==> src/rtl/otter_mem_responder.sv <==
// otter_mem_responder
//
// Memory-side responder for the multicycle OTTER CPU. Accepts one request at a
// time from either the instruction-fetch port (port 1) or the data load/store
// port (port 2). Routes each request to the external word SRAM (req/ack
// handshake) or the memory-mapped IO bus, and answers with a one-cycle
// completion pulse on the requesting port. Byte-lane steering, load sign/zero
// extension and alignment/range fault detection are done here.
//
// Ports
//   CLK, RST_N            clock, asynchronous active-low reset
//   memRDEN1, memAddr1    fetch request / byte address
//   memIR, memValid1      fetched word (held) / one-cycle fetch completion
//   memRDEN2, memWE2      data read / write request (write wins if both set)
//   memAddr2, memDin2     data byte address / right-aligned store data
//   memSize, memSign      0 byte, 1 half, 2 word, 3 illegal / 1 = zero-extend
//   memDout2, memValid2   load result (held) / one-cycle data completion
//   memErr                high in the completion cycle of a faulted access
//   sramReq .. sramWdata  SRAM request, held stable until sramAck
//   sramAck, sramRdata    SRAM completion and same-cycle read data
//   ioWr, ioAddr, ioOut   one-cycle IO write strobe, byte address, full word
//   ioIn                  IO read data
module otter_mem_responder #(
  parameter int          ADDR_W  = 14,
  parameter logic [31:0] IO_BASE = 32'h1100_0000
) (
  input  logic              CLK,
  input  logic              RST_N,
  input  logic              memRDEN1,
  input  logic [31:0]       memAddr1,
  output logic [31:0]       memIR,
  output logic              memValid1,
  input  logic              memRDEN2,
  input  logic              memWE2,
  input  logic [31:0]       memAddr2,
  input  logic [31:0]       memDin2,
  input  logic [1:0]        memSize,
  input  logic              memSign,
  output logic [31:0]       memDout2,
  output logic              memValid2,
  output logic              memErr,
  output logic              sramReq,
  output logic              sramWe,
  output logic [ADDR_W-1:0] sramAddr,
  output logic [3:0]        sramBe,
  output logic [31:0]       sramWdata,
  input  logic              sramAck,
  input  logic [31:0]       sramRdata,
  output logic              ioWr,
  output logic [31:0]       ioAddr,
  output logic [31:0]       ioOut,
  input  logic [31:0]       ioIn
);

  localparam logic [1:0] ST_IDLE = 2'd0;
  localparam logic [1:0] ST_REQ  = 2'd1;
  localparam logic [1:0] ST_RESP = 2'd2;

  logic [1:0]  state;
  logic        cur_p2;
  logic        cur_we;
  logic        cur_sign;
  logic        cur_fault;
  logic        cur_io;
  logic [1:0]  cur_size;
  logic [31:0] cur_addr;
  logic [31:0] cur_wdata;
  logic [31:0] ir_q;
  logic [31:0] dout_q;

  logic        sel_p2;
  logic        any_req;
  logic [31:0] req_addr;
  logic [1:0]  req_size;
  logic        req_io;
  logic        req_fault;

  // Pick the winning requester (port 2 first) and classify its access.
  // Fetches are always treated as word accesses for the alignment check.
  always_comb begin
    sel_p2    = memRDEN2 | memWE2;
    any_req   = sel_p2 | memRDEN1;
    req_addr  = sel_p2 ? memAddr2 : memAddr1;
    req_size  = sel_p2 ? memSize : 2'd2;
    req_io    = (req_addr >= IO_BASE);
    req_fault = 1'b0;
    case (req_size)
      2'd1:    if (req_addr[0]) req_fault = 1'b1;
      2'd2:    if (req_addr[1:0] != 2'b00) req_fault = 1'b1;
      2'd3:    req_fault = 1'b1;
      default: ;
    endcase
    if (!sel_p2 && req_io) req_fault = 1'b1;
    // SRAM-region addresses must fit in the physical SRAM
    if (!req_io && ((req_addr >> (ADDR_W + 2)) != 32'd0)) req_fault = 1'b1;
  end

  logic [3:0]  be_c;
  logic [31:0] wdata_c;
  logic [31:0] shifted;
  logic [31:0] load_c;

  // Lane steering for stores and right-alignment plus extension for loads.
  // Store data is replicated so the enabled lanes always see the right bytes.
  always_comb begin
    case (cur_size)
      2'd0: begin
        be_c    = 4'b0001 << cur_addr[1:0];
        wdata_c = {4{cur_wdata[7:0]}};
      end
      2'd1: begin
        be_c    = 4'b0011 << cur_addr[1:0];
        wdata_c = {2{cur_wdata[15:0]}};
      end
      default: begin
        be_c    = 4'b1111;
        wdata_c = cur_wdata;
      end
    endcase
    shifted = sramRdata >> {cur_addr[1:0], 3'b000};
    case (cur_size)
      2'd0:    load_c = cur_sign ? {24'd0, shifted[7:0]}
                                 : {{24{shifted[7]}}, shifted[7:0]};
      2'd1:    load_c = cur_sign ? {16'd0, shifted[15:0]}
                                 : {{16{shifted[15]}}, shifted[15:0]};
      default: load_c = shifted;
    endcase
  end

  // Request/response sequencer. Faults and IO accesses skip the SRAM and
  // complete one cycle after acceptance; a fault zeroes the port's result.
  always_ff @(posedge CLK or negedge RST_N) begin
    if (!RST_N) begin
      state     <= ST_IDLE;
      cur_p2    <= 1'b0;
      cur_we    <= 1'b0;
      cur_sign  <= 1'b0;
      cur_fault <= 1'b0;
      cur_io    <= 1'b0;
      cur_size  <= 2'd0;
      cur_addr  <= 32'd0;
      cur_wdata <= 32'd0;
      ir_q      <= 32'd0;
      dout_q    <= 32'd0;
    end else begin
      case (state)
        ST_IDLE: begin
          if (any_req) begin
            cur_p2    <= sel_p2;
            cur_we    <= memWE2;
            cur_sign  <= memSign;
            cur_fault <= req_fault;
            cur_io    <= req_io;
            cur_size  <= req_size;
            cur_addr  <= req_addr;
            cur_wdata <= memDin2;
            if (req_fault) begin
              if (sel_p2) dout_q <= 32'd0;
              else        ir_q   <= 32'd0;
              state <= ST_RESP;
            end else if (req_io) begin
              state <= ST_RESP;
            end else begin
              state <= ST_REQ;
            end
          end
        end
        ST_REQ: begin
          if (sramAck) begin
            if (!cur_p2)      ir_q   <= sramRdata;
            else if (!cur_we) dout_q <= load_c;
            state <= ST_RESP;
          end
        end
        ST_RESP: begin
          // IO load data is latched at the end of the completion cycle
          if (cur_p2 && cur_io && !cur_we && !cur_fault) dout_q <= ioIn;
          state <= ST_IDLE;
        end
        default: state <= ST_IDLE;
      endcase
    end
  end

  logic in_req;
  logic in_resp;
  logic io_access;
  logic io_load;

  // Output decode; SRAM fields are only driven while a request is pending.
  always_comb begin
    in_req    = (state == ST_REQ);
    in_resp   = (state == ST_RESP);
    io_access = cur_p2 & cur_io & ~cur_fault;
    io_load   = in_resp & io_access & ~cur_we;

    sramReq   = in_req;
    sramWe    = in_req & cur_we;
    sramAddr  = in_req ? cur_addr[ADDR_W+1:2] : '0;
    sramBe    = in_req ? be_c : 4'd0;
    sramWdata = (in_req & cur_we) ? wdata_c : 32'd0;

    memValid1 = in_resp & ~cur_p2;
    memValid2 = in_resp & cur_p2;
    memErr    = in_resp & cur_fault;
    memIR     = ir_q;
    // Show the IO read value during the completion cycle, then hold the latch
    memDout2  = io_load ? ioIn : dout_q;

    ioWr      = in_resp & io_access & cur_we;
    ioAddr    = io_access ? cur_addr : 32'd0;
    ioOut     = io_access ? cur_wdata : 32'd0;
  end

endmodule

==> config.mk <==
export PLATFORM = sky130hd
export DESIGN_NAME = otter_mem_responder
export DESIGN_NICKNAME = d
export VERILOG_FILES = /design/src/rtl/otter_mem_responder.sv
export SDC_FILE = /design/constraint.sdc
export NUM_CORES = 1
export LEC_CHECK = 0
export ABC_AREA = 1
export ABC_CLOCK_PERIOD_IN_PS = 3700
export BUFFER_PORTS_ARGS = -buffer_cell sky130_fd_sc_hd__buf_2
export CORE_MARGIN = 4
export CORE_UTILIZATION = 50
export DETAILED_ROUTE_END_ITERATION = 8
export GPL_ROUTABILITY_DRIVEN = 0
export PLACE_DENSITY = 0.82
export SLEW_MARGIN = 0
export SYNTH_ARGS = -nofsm -noshare
export SYNTH_HDL_FRONTEND = slang
export SYNTH_SLANG_ARGS = --single-unit
export TNS_END_PERCENT = 5
==> constraint.sdc <==
create_clock -name CLK -period 3.7 [get_ports CLK]
set_input_delay 0.74 -clock CLK [delete_from_list [all_inputs] [get_ports CLK]]
set_output_delay 0.74 -clock CLK [all_outputs]
set_load 0.02 [all_outputs]
==> results by group <==
Clock network
  – TritonCTS buffer count: 17
  – Cts hold-fix bufs: 0
  – Insertion delay to the later sink of the worst-skew pair: roughly 0.42 ns
  – Post-CTS Setup Bufs: 0
  – Root Buffer: clkbuf_16
  – Clk pin slew, worst setup/hold paths: 0.06 ns
  – Number of H-tree levels: 4
  – CTS tree: built
  – Clock Sinks: 137
  – Worst-case clock buffer depth: 2

Worst setup path
  – Reg2Reg Launch Point: state[1]
  – R2r setup slk: ~0.70 ns
  – Worst Path Required: a little under 3 ns
  – CP Launch Type: flop
  – CP max FO: 18
  – CP arrival: approximately 2.6 ns
  – Critical path capture point type: output pin
  – R2r endpoint: memIR[20]
  – Worst Reg2Reg Path Length in Cells: 11
  – Critical path class: reg -> out

Die
  – Rows: 48
  – Die W: around 140 um
  – I/O pins: roughly 350
  – Die Y: around 140 um
  – Core box area: roughly 17000 sq um
  – Initial core utilization: 51.6%
  – Die area: 20300 sq um

Place
  – DP HPWL: 23000 um
  – IO Port Bufs: roughly 350
  – Placed Area: about 11000 sq um

STA
  – Fin crit share: about 90%
  – Final Hold Fails: 0
  – Worst relative slew slack: between 30 and 40%
  – Crit path time final: roughly 3.3 ns
  – Maximum clock frequency: 0.302 GHz
  – Final Skew: a little over 0.008 ns
  – Post-route setup TNS: 0 ns
  – Setup Viol. Count Final: 0
  – Slew Limit Fails: 0
  – RSZ-0062 raised after global routing: false
  – Worst-Margin Slew: between 0.9 and 1 ns

Route
  – DR pass1 iterations: 6
  – Routed len/inst: 16.2 um
  – First DRT Iteration DRCs: between 900 and 1k
  – Remaining DRCs: 0
  – Vias per cell: roughly 5.2
  – Drt total wl: 30700 um
  – DR vias: ~10k
  – DRT antenna net count: 0

Synth
  – Flop and latch count out of synthesis: roughly 140
  – Post-Synthesis Cell Area: roughly 9000 sq um
  – Yosys cell types: 35
  – Avg Cell Area, Syn: between 6 and 7 sq um
  – Number of flops mapped to enable cells by yosys: 0
  – Cells after Synth: around 1.4k
  – Part of the Yosys area used for sequential elements: a little under two fifths
  – Post-synth ARST share: 100%
  – Synth warn: 0
  – Synth Flop Type: dfrtp_1
  – Syn_nets: 1533

Worst hold path
  – Min-Delay Path Class: in -> async

Global routing
  – Total GRT Usage: 29.9%
  – Vias in the first global route: just over 9k
  – Gr ovfl total: 0
  – Largest net degree at the start of global routing: 99
  – First-pass GRT wire length: approximately 48000 um
  – Initial antenna violation count: 4

Final layout
  – Post-route cell area: around 11000 sq um
  – Nets@finish: between 1.5k and 2k
  – Most frequent cells in the layout: nand2_1 (525), buf_2 (351), inv_1 (161)
  – Fraction of layout cells with a size suffix above 1: between 20% and 30%
  – Post-layout util: between 60 and 70%
  – Area Growth Syn to Fin: 26.8%
  – Most common cell after layout, fill and taps aside: nand2_1

Status
  – Outcome: finished clean

Pwr
  – Leak: about 7 nW
  – Power, Total: between 8 and 9 mW
  – PD cells: 752 nW/um^2
  – VDD IR max: 0.415 mV

Job
  – Max-cap violation count: 0
per-stage QoR:
step | setup slack [ns] | cells | hold slack (ns)
5_1_grt | 0.116 | 1898 | 0.438
3_3_place_gp | 0.457 | 1864 | 0.454
4_1_cts | 0.205 | 1896 | 0.417
2_1_floorplan | 0.851 | 1361 | 0.442
6_report | 0.385 | 1899 | 0.355
3_5_place_dp | 0.320 | 1864 | 0.454
report_power, final:
part | internal, mW | switching [mW]
logic | 1.19 | 3.13
registers | 2.04 | 0.343
clock network | 1.23 | 0.663
total | 4.46 | 4.14
what timing repair did:
item / 4_1_cts / 5_1_grt
hold endpoints to repair: 0 / 0
setup endpoints to repair: 0 / 1
gates resized for setup: 0 / 1
critical path, stage by stage (launching register included):
cell        delay [ns]
dfrtp_1           0.40
inv_1             0.09
ha_2              0.41
nand2_1           0.18
clkinvlp_4        0.25
o21ai_0           0.17
a221oi_1          0.39
buf_2             0.25
worst max-delay path by stage:
stage          startpoint            end  slack (ns)  cells past startpoint
2_1_floorplan    state[1]  sramWdata[30]        0.85                      7
3_3_place_gp       memWE2       memIR[9]        0.46                     13
3_5_place_dp       memWE2      memIR[20]        0.32                     13
4_1_cts          state[1]  sramWdata[27]        0.20                      7
5_1_grt          state[1]  sramWdata[27]        0.12                      7
6_report         state[1]  sramWdata[27]        0.38                      7
area by class of cell:
| cell class | instances | area [sq um] |
|---|---|---|
| Multi-Input combinational cell | 965 | 4530 |
| Clock inverter | 12 | 196 |
| Timing Repair Buffer | 370 | 1920 |
| Antenna cell | 3 | 7.51 |
| Fill cell | 1572 | 6030 |
| Inverter | 167 | 631 |
| Clock buffer | 20 | 457 |
| Sequential cell | 137 | 3430 |
| Tap cell | 225 | 282 |
routing by layer:
layer,share of wire [%],global-route usage (%)
met1,39,37.8
met2,48,49.1
met3,8.7,6.32
met4,4.6,13.9
met5,0.11,0
registers in the layout, summed over array words and instances, names as in the netlist:
signal	cells
cur_io	1
cur_p2	1
state	2
cur_size	2
cur_fault	1
cur_we	1
cur_sign	1
cur_wdata	32
memIR	32
dout_q	32
cur_addr	32
cell families after synthesis:
kind of cell               count (synthesis)  share of synthesized area [%]
AOI/OAI and AO/OA                        202                           12.2
adders and majority gates                  3                          0.416
buffers and inverters                    259                           12.0
DFF                                      137                           38.0
and+or+nand+nor                          760                           37.5
cells in the mapped netlist (2+ instances only):
library cell | number | area, sq um
o21ai_1 | 6 | 30.0
buf_4 | 6 | 45.0
nand3_1 | 47 | 235
buf_1 | 16 | 60.1
a221oi_1 | 7 | 61.3
buf_2 | 12 | 60.1
nor2_1 | 102 | 383
nand4_1 | 2 | 12.5
clkbuf_1 | 49 | 184
nand3_2 | 56 | 561
a211oi_1 | 2 | 15.0
nor2_4 | 2 | 22.5
dfrtp_1 | 137 | 3430
nand2_2 | 15 | 93.8
inv_1 | 162 | 608
buf_6 | 8 | 90.1
ha_1 | 3 | 37.5
o21ai_0 | 92 | 460
or2_2 | 2 | 12.5
nand2_1 | 525 | 1970
nor2_2 | 3 | 18.8
o211ai_1 | 7 | 52.6
or2_1 | 2 | 12.5
o22ai_1 | 2 | 12.5
a31oi_1 | 14 | 87.6
a21oi_1 | 69 | 345
inv_2 | 5 | 18.8
Note: power is estimated with default switching activity, not from simulation.
